$ cat src/rtl/pixel_merge_n.sv
// pixel_merge_n
//   Merges N_CH independent pixel streams into one output stream. Each channel
//   has its own first-word-fall-through FIFO. Once every FIFO holds a word, one
//   word is popped from each of them together (a "set"). The set is then used
//   according to mode:
//     SELECT (0, 3)  : forward the word of channel sel (sel >= N_CH -> ch0)
//     AVG (1)        : per-field RGB565 average, truncated, no carry between fields
//     INTERLEAVE (2) : emit channel 0..N_CH-1 words on consecutive cycles
//   Output latency is two edges from the write that completes a set.
//
// Ports
//   clk        sole clock, rising edge
//   rst        asynchronous, active-high reset
//   in_valid   per-channel write strobe
//   in_data    channel k at [k*PIX_W +: PIX_W]
//   mode       merge mode, sampled only while the sequencer is idle
//   sel        source channel for SELECT, sampled only while idle
//   flush      synchronous clear of all FIFOs and pending output
//   err_clr    synchronous clear of the sticky overflow flags
//   out_valid  output strobe (no backpressure)
//   out_data   merged pixel, holds its value while out_valid is low
//   err        sticky per-channel overflow flags
//   max_level  highest FIFO occupancy, one edge behind the FIFOs
//
// Sequencer states
//   state | meaning
//   IDLE  | waiting for a complete set; pops happen only here
//   BURST | emitting a latched INTERLEAVE set, one word per cycle

module pixel_merge_n #(
    parameter int N_CH  = 2,
    parameter int PIX_W = 16,
    parameter int DEPTH = 16
) (
    input  logic                     clk,
    input  logic                     rst,
    input  logic [N_CH-1:0]          in_valid,
    input  logic [N_CH*PIX_W-1:0]    in_data,
    input  logic [1:0]               mode,
    input  logic [1:0]               sel,
    input  logic                     flush,
    input  logic                     err_clr,
    output logic                     out_valid,
    output logic [PIX_W-1:0]         out_data,
    output logic [N_CH-1:0]          err,
    output logic [$clog2(DEPTH):0]   max_level
);

    localparam int AW = $clog2(DEPTH);
    localparam int SH = $clog2(N_CH);
    localparam int IW = (SH > 0) ? SH : 1;

    localparam logic [AW:0] FULL_CNT = DEPTH[AW:0];

    localparam logic [0:0] IDLE  = 1'b0;
    localparam logic [0:0] BURST = 1'b1;

    localparam logic [1:0] MODE_AVG = 2'd1;
    localparam logic [1:0] MODE_ILV = 2'd2;

    // FIFO storage and status
    logic [PIX_W-1:0] mem_q    [N_CH][DEPTH];
    logic [AW:0]      wr_ptr_q [N_CH];
    logic [AW:0]      rd_ptr_q [N_CH];
    logic [AW:0]      cnt      [N_CH];
    logic [PIX_W-1:0] head     [N_CH];
    logic [N_CH-1:0]  full;
    logic [N_CH-1:0]  empty;
    logic [N_CH-1:0]  wr_en;
    logic [N_CH-1:0]  ovf;
    logic             set_ready;
    logic             pop;

    // Sequencer and output pipeline
    logic [0:0]       state_q, state_d;
    logic [IW-1:0]    idx_q, idx_d;
    logic [PIX_W-1:0] set_q [N_CH];
    logic             set_load;
    logic [PIX_W-1:0] stage_q, stage_d;
    logic             stage_vld_q, stage_vld_d;
    logic             out_valid_q, out_valid_d;
    logic [PIX_W-1:0] out_data_q, out_data_d;
    logic [N_CH-1:0]  err_q, err_d;
    logic [AW:0]      max_level_q, max_level_d;

    logic [PIX_W-1:0] sel_word;
    logic [PIX_W-1:0] avg_word;
    logic [PIX_W-1:0] burst_word;
    logic [15:0]      px;
    logic [6:0]       sum_r;
    logic [7:0]       sum_g;
    logic [6:0]       sum_b;
    logic [15:0]      avg16;

    always_comb begin
        for (int k = 0; k < N_CH; k++) begin
            cnt[k]   = wr_ptr_q[k] - rd_ptr_q[k];
            full[k]  = (cnt[k] == FULL_CNT);
            empty[k] = (cnt[k] == '0);
            head[k]  = mem_q[k][rd_ptr_q[k][AW-1:0]];
        end
    end

    assign set_ready = (state_q == IDLE) && (empty == '0);
    assign pop       = set_ready && !flush;

    // A full FIFO still accepts a word when it is being popped on the same edge;
    // the write lands in the slot the read pointer is vacating.
    always_comb begin
        for (int k = 0; k < N_CH; k++) begin
            wr_en[k] = in_valid[k] && !flush && (!full[k] || pop);
            ovf[k]   = in_valid[k] && !flush && full[k] && !pop;
        end
    end

    always_ff @(posedge clk) begin
        for (int k = 0; k < N_CH; k++) begin
            if (wr_en[k]) begin
                mem_q[k][wr_ptr_q[k][AW-1:0]] <= in_data[k*PIX_W +: PIX_W];
            end
        end
    end

    always_ff @(posedge clk or posedge rst) begin
        if (rst) begin
            for (int k = 0; k < N_CH; k++) begin
                wr_ptr_q[k] <= '0;
                rd_ptr_q[k] <= '0;
            end
        end else if (flush) begin
            for (int k = 0; k < N_CH; k++) begin
                wr_ptr_q[k] <= '0;
                rd_ptr_q[k] <= '0;
            end
        end else begin
            for (int k = 0; k < N_CH; k++) begin
                if (wr_en[k]) wr_ptr_q[k] <= wr_ptr_q[k] + 1'b1;
                if (pop)      rd_ptr_q[k] <= rd_ptr_q[k] + 1'b1;
            end
        end
    end

    // Field sums are kept wide enough for N_CH=4 so no field overflows into
    // its neighbour; the shift then truncates each field independently.
    always_comb begin
        sel_word   = head[0];
        burst_word = set_q[0];
        px         = '0;
        sum_r      = '0;
        sum_g      = '0;
        sum_b      = '0;
        for (int k = 0; k < N_CH; k++) begin
            if (int'(sel) == k)   sel_word   = head[k];
            if (int'(idx_q) == k) burst_word = set_q[k];
            px    = 16'(head[k]);
            sum_r = sum_r + 7'(px[15:11]);
            sum_g = sum_g + 8'(px[10:5]);
            sum_b = sum_b + 7'(px[4:0]);
        end
        avg16    = {5'(sum_r >> SH), 6'(sum_g >> SH), 5'(sum_b >> SH)};
        avg_word = PIX_W'(avg16);
    end

    // SELECT/AVG results go through stage_q so that every mode, including the
    // first INTERLEAVE word, appears two edges after the completing write.
    always_comb begin
        state_d     = state_q;
        idx_d       = idx_q;
        set_load    = 1'b0;
        stage_d     = stage_q;
        stage_vld_d = 1'b0;
        out_valid_d = 1'b0;
        out_data_d  = out_data_q;

        if (stage_vld_q) begin
            out_valid_d = 1'b1;
            out_data_d  = stage_q;
        end

        if (state_q == BURST) begin
            out_valid_d = 1'b1;
            out_data_d  = burst_word;
            if (int'(idx_q) == N_CH - 1) begin
                state_d = IDLE;
                idx_d   = '0;
            end else begin
                idx_d = idx_q + 1'b1;
            end
        end

        if (pop) begin
            case (mode)
                MODE_AVG: begin
                    stage_d     = avg_word;
                    stage_vld_d = 1'b1;
                end
                MODE_ILV: begin
                    state_d  = BURST;
                    idx_d    = '0;
                    set_load = 1'b1;
                end
                default: begin
                    stage_d     = sel_word;
                    stage_vld_d = 1'b1;
                end
            endcase
        end

        if (flush) begin
            state_d     = IDLE;
            idx_d       = '0;
            stage_vld_d = 1'b0;
            out_valid_d = 1'b0;
            out_data_d  = out_data_q;
        end
    end

    always_comb begin
        err_d = (err_q & ~{N_CH{err_clr}}) | ovf;
    end

    always_comb begin
        max_level_d = '0;
        for (int k = 0; k < N_CH; k++) begin
            if (cnt[k] > max_level_d) max_level_d = cnt[k];
        end
    end

    always_ff @(posedge clk or posedge rst) begin
        if (rst) begin
            state_q     <= IDLE;
            idx_q       <= '0;
            stage_q     <= '0;
            stage_vld_q <= 1'b0;
            out_valid_q <= 1'b0;
            out_data_q  <= '0;
            err_q       <= '0;
            max_level_q <= '0;
            for (int k = 0; k < N_CH; k++) set_q[k] <= '0;
        end else begin
            state_q     <= state_d;
            idx_q       <= idx_d;
            stage_q     <= stage_d;
            stage_vld_q <= stage_vld_d;
            out_valid_q <= out_valid_d;
            out_data_q  <= out_data_d;
            err_q       <= err_d;
            max_level_q <= max_level_d;
            if (set_load) begin
                for (int k = 0; k < N_CH; k++) set_q[k] <= head[k];
            end
        end
    end

    assign out_valid = out_valid_q;
    assign out_data  = out_data_q;
    assign err       = err_q;
    assign max_level = max_level_q;

endmodule

$ cat config.mk
export PLATFORM = sky130hd
export DESIGN_NAME = pixel_merge_n
export DESIGN_NICKNAME = d
export VERILOG_FILES = /design/src/rtl/pixel_merge_n.sv
export SDC_FILE = /design/constraint.sdc
export NUM_CORES = 1
export LEC_CHECK = 0
export CAP_MARGIN = 20
export CORE_UTILIZATION = 43
export DETAILED_ROUTE_END_ITERATION = 10
export DONT_BUFFER_PORTS = 1
export PLACE_DENSITY = 0.71
export SYNTH_ARGS = -nofsm -noshare
export SYNTH_HDL_FRONTEND = slang
export SYNTH_SLANG_ARGS = --single-unit
$ cat constraint.sdc
create_clock -name clk -period 4.13 [get_ports clk]
set_clock_uncertainty 0.1 [all_clocks]
set_input_delay 1.239 -clock clk [delete_from_list [all_inputs] [get_ports clk]]
set_output_delay 1.239 -clock clk [all_outputs]
set_load 0.03 [all_outputs]
==> results.json <==
{
  "initialDrtViolationCount": 1129,
  "cts_max_level": 2,
  "start_util": 0.439,
  "fmax_ghz": 0.257,
  "ys_warn_count": 0,
  "overflow": 0,
  "clock_path_buffers": 3,
  "post-dp-hpwl_mm": 31.4,
  "vias": 12100,
  "track_usage": 0.178,
  "wirelength_mm": 51.2,
  "numPortBuffers": 0,
  "max-vdd-ir-drop_mv": 0.283,
  "setup_tns_ns": 0,
  "max-cap-violations": 0,
  "yosysMostFrequentCell": "edfxtp_1",
  "cts_buffers": 58,
  "synthTopCellsByArea": "edfxtp_1 62%, mux4_2 14%, dfrtp_1 9.5%",
  "crit_path_max_fanout": 12,
  "slew_viol_final": 0,
  "layout_min_cycle_time_ns": 3.89,
  "worstHoldStart": "stage_q[5]",
  "syn_area_per_cell_um2": 19.2,
  "timing.final.ws_setup_ns": 0.245,
  "ys_ff_latch": 607,
  "fp.dieArea_um2": 59000,
  "fin_area_um2": 28000,
  "dp_slack_ns": 0.128,
  "gp_congestion": 0.809,
  "cp-startpoint": "wr_ptr_q[5]",
  "vias_per_cell": 5.63,
  "arrival_ns": 4.10,
  "die_w_um": 243,
  "drive_above_1_share": 0.247,
  "syn_to_final_growth_pct": 12.1,
  "drc": 0,
  "clock_latency_ns": 0.61,
  "period_share": 0.941,
  "yosysSeqAreaShare": 0.711,
  "postCtsSetupRepairBufs": 0,
  "worst_pin_slew_ns": 1.09,
  "yosysUniqueCellTypes": 57,
  "num_antenna_cells": 0,
  "finish.utilization": 0.493,
  "rsz0062_at_grt": "no",
  "synth_ff_type": "edfxtp_1",
  "synth-async-reset-ratio": 0.157,
  "pwr_density_cell_nw_per_um2": 610,
  "synth_edf_count": 512,
  "rows": 87,
  "postRouteAntennaNets": 0,
  "die_h_um": 243,
  "dpl_cell_area_um2": 26100,
  "hold_class": "flip-flop to flip-flop",
  "hold_viol_final": 0,
  "grt_antenna_before_repair": 0,
  "path_clk_slew_ns": 0.06,
  "cts.sinks": 607,
  "syn_inst": 1300,
  "status": "completed",
  "slew_headroom": 0.275,
  "setup_violations": 0,
  "grt_max_degree": 68,
  "cts-root-buf": "clkbuf_16",
  "wl_per_cell_um": 23.9,
  "core_um2": 56800,
  "worstReg2RegStart": "wr_ptr_q[5]",
  "tritoncts": "yes",
  "pin_count": 66,
  "cp.required_ns": 4.35,
  "dr.pass1.iters": 5,
  "synth_nets": 1384,
  "p_leak_nw": 9.48,
  "synth_area_um2": 25000,
  "fill_cells": 4524,
  "first_global_vias": 12500,
  "netlist_top_cells_count": "512 x edfxtp_1, 154 x mux4_2, 95 x dfrtp_1",
  "fin_nets": 1425,
  "synth_top_area_frac": 0.616,
  "startpoint_type": "flip-flop",
  "cp-end-kind": "flip-flop",
  "yosysTopAreaCell": "edfxtp_1",
  "critPathKind": "flip-flop to flip-flop",
  "grt_pass1_wl_mm": 78.6
}
## per-layer routing
layer | vias up | global-route usage | share of wire | routed length, um
met5 | - | 0 | 0 | 0
met4 | 0 | 0.0455 | 0.018 | 913
met3 | 67 | 0.0436 | 0.073 | 3730
met2 | 353 | 0.274 | 0.47 | 24200
met1 | 6354 | 0.254 | 0.44 | 22400
li1 | 5304 | - | - | -
## power by group
part / total [mW] / internal (mW) / leakage (nW) / switching, mW
clock: 5.25 / 3.02 / 0.912 / 2.22
sequential: 7.56 / 7.08 / 5.81 / 0.483
combinational: 4.28 / 2.06 / 2.77 / 2.21
total: 17.1 / 12.2 / 9.48 / 4.92
## final cells by class
cell class	count	area (um^2)	share of cell area
clock buffer	71	1540	0.0551
inverter	38	145	0.00518
clock inverter	38	349	0.0125
timing repair buffer	42	423	0.0151
tap	756	946	0.0338
sequential	607	17800	0.634
multi-input combinational	594	6830	0.244
## cells in the final DEF (no fill, tap or decap), types with 8 or more instances in the layout
cell type / count
a21o_1: 11
a21oi_1: 39
and3_2: 12
buf_12: 8
buf_4: 33
clkbuf_1: 10
clkbuf_16: 59
clkinv_1: 12
clkinv_2: 12
dfrtp_1: 91
edfxtp_1: 512
ha_1: 37
inv_1: 34
mux2_1: 27
mux2_2: 12
mux2i_1: 53
mux4_2: 154
nand2_1: 44
nand3_1: 18
nor2_1: 33
nor2_2: 12
nor2b_1: 8
o21ai_0: 32
xnor2_1: 13
## critical path, stage by stage, from the launching register on
cell       delay [ns]
dfrtp_1          0.41
inv_1            0.16
ha_1             0.20
inv_1            0.05
fa_1             0.40
a21o_1           0.17
a21oi_1          0.23
xnor2_2          0.20
a211oi_2         0.07
o2111ai_1        0.58
nand3_1          0.40
nor2_2           0.41
buf_12           0.20
## final timing paths
check,to,slack [ns],cells after the start
worst max-delay path,mem_q[0][278],0.24,12
worst min-delay path,stage_q[5],0.38,2
worst max register to register,mem_q[0][278],0.24,12
worst min register to register,stage_q[5],0.38,2
max in group asynchronous,rd_ptr_q[0],2.65,2
min in group asynchronous,out_data[9],0.49,1
## metrics by stage
step,power [mW],hold slack [ns],std cells
after floorplan,10.9,0.347,1300
final,17.1,0.380,2146
after detailed placement,12.0,0.364,2037
after CTS,17.2,0.382,2146
after global placement,11.9,0.361,2036
after global routing,17.9,0.392,2146
## repair_timing
action	in CTS	in global routing
hold buffers	0	0
resized for setup	0	12
setup endpoints to repair	0	192
endpoints found under the hold margin	0	0
## flip-flops by register name, indices dropped and copies added, names as in the netlist
| signal | cells |
|---|---|
| max_level | 5 |
| mem_q | 512 |
| rd_ptr_q | 10 |
| set_q | 32 |
| out_data | 16 |
| stage_q | 16 |
| wr_ptr_q | 10 |
| state_q | 1 |
| err | 2 |
| idx_q | 1 |
| stage_vld_q | 1 |
| out_valid | 1 |
## kinds of logic (layout without fill, tap and decap cells)
kind of cell               after synthesis  after routing  synth area share
muxes                                  246            246             0.178
adders and majority gates               42             42            0.0226
and+or+nand+nor                        168            168            0.0327
buffers and inverters                   99            189            0.0185
DFF                                    607            607             0.711
xor gates and xnor gates                18             18           0.00692
AOI/OAI and AO/OA                      120            120            0.0304
Note: power is estimated with default switching activity, not from simulation.
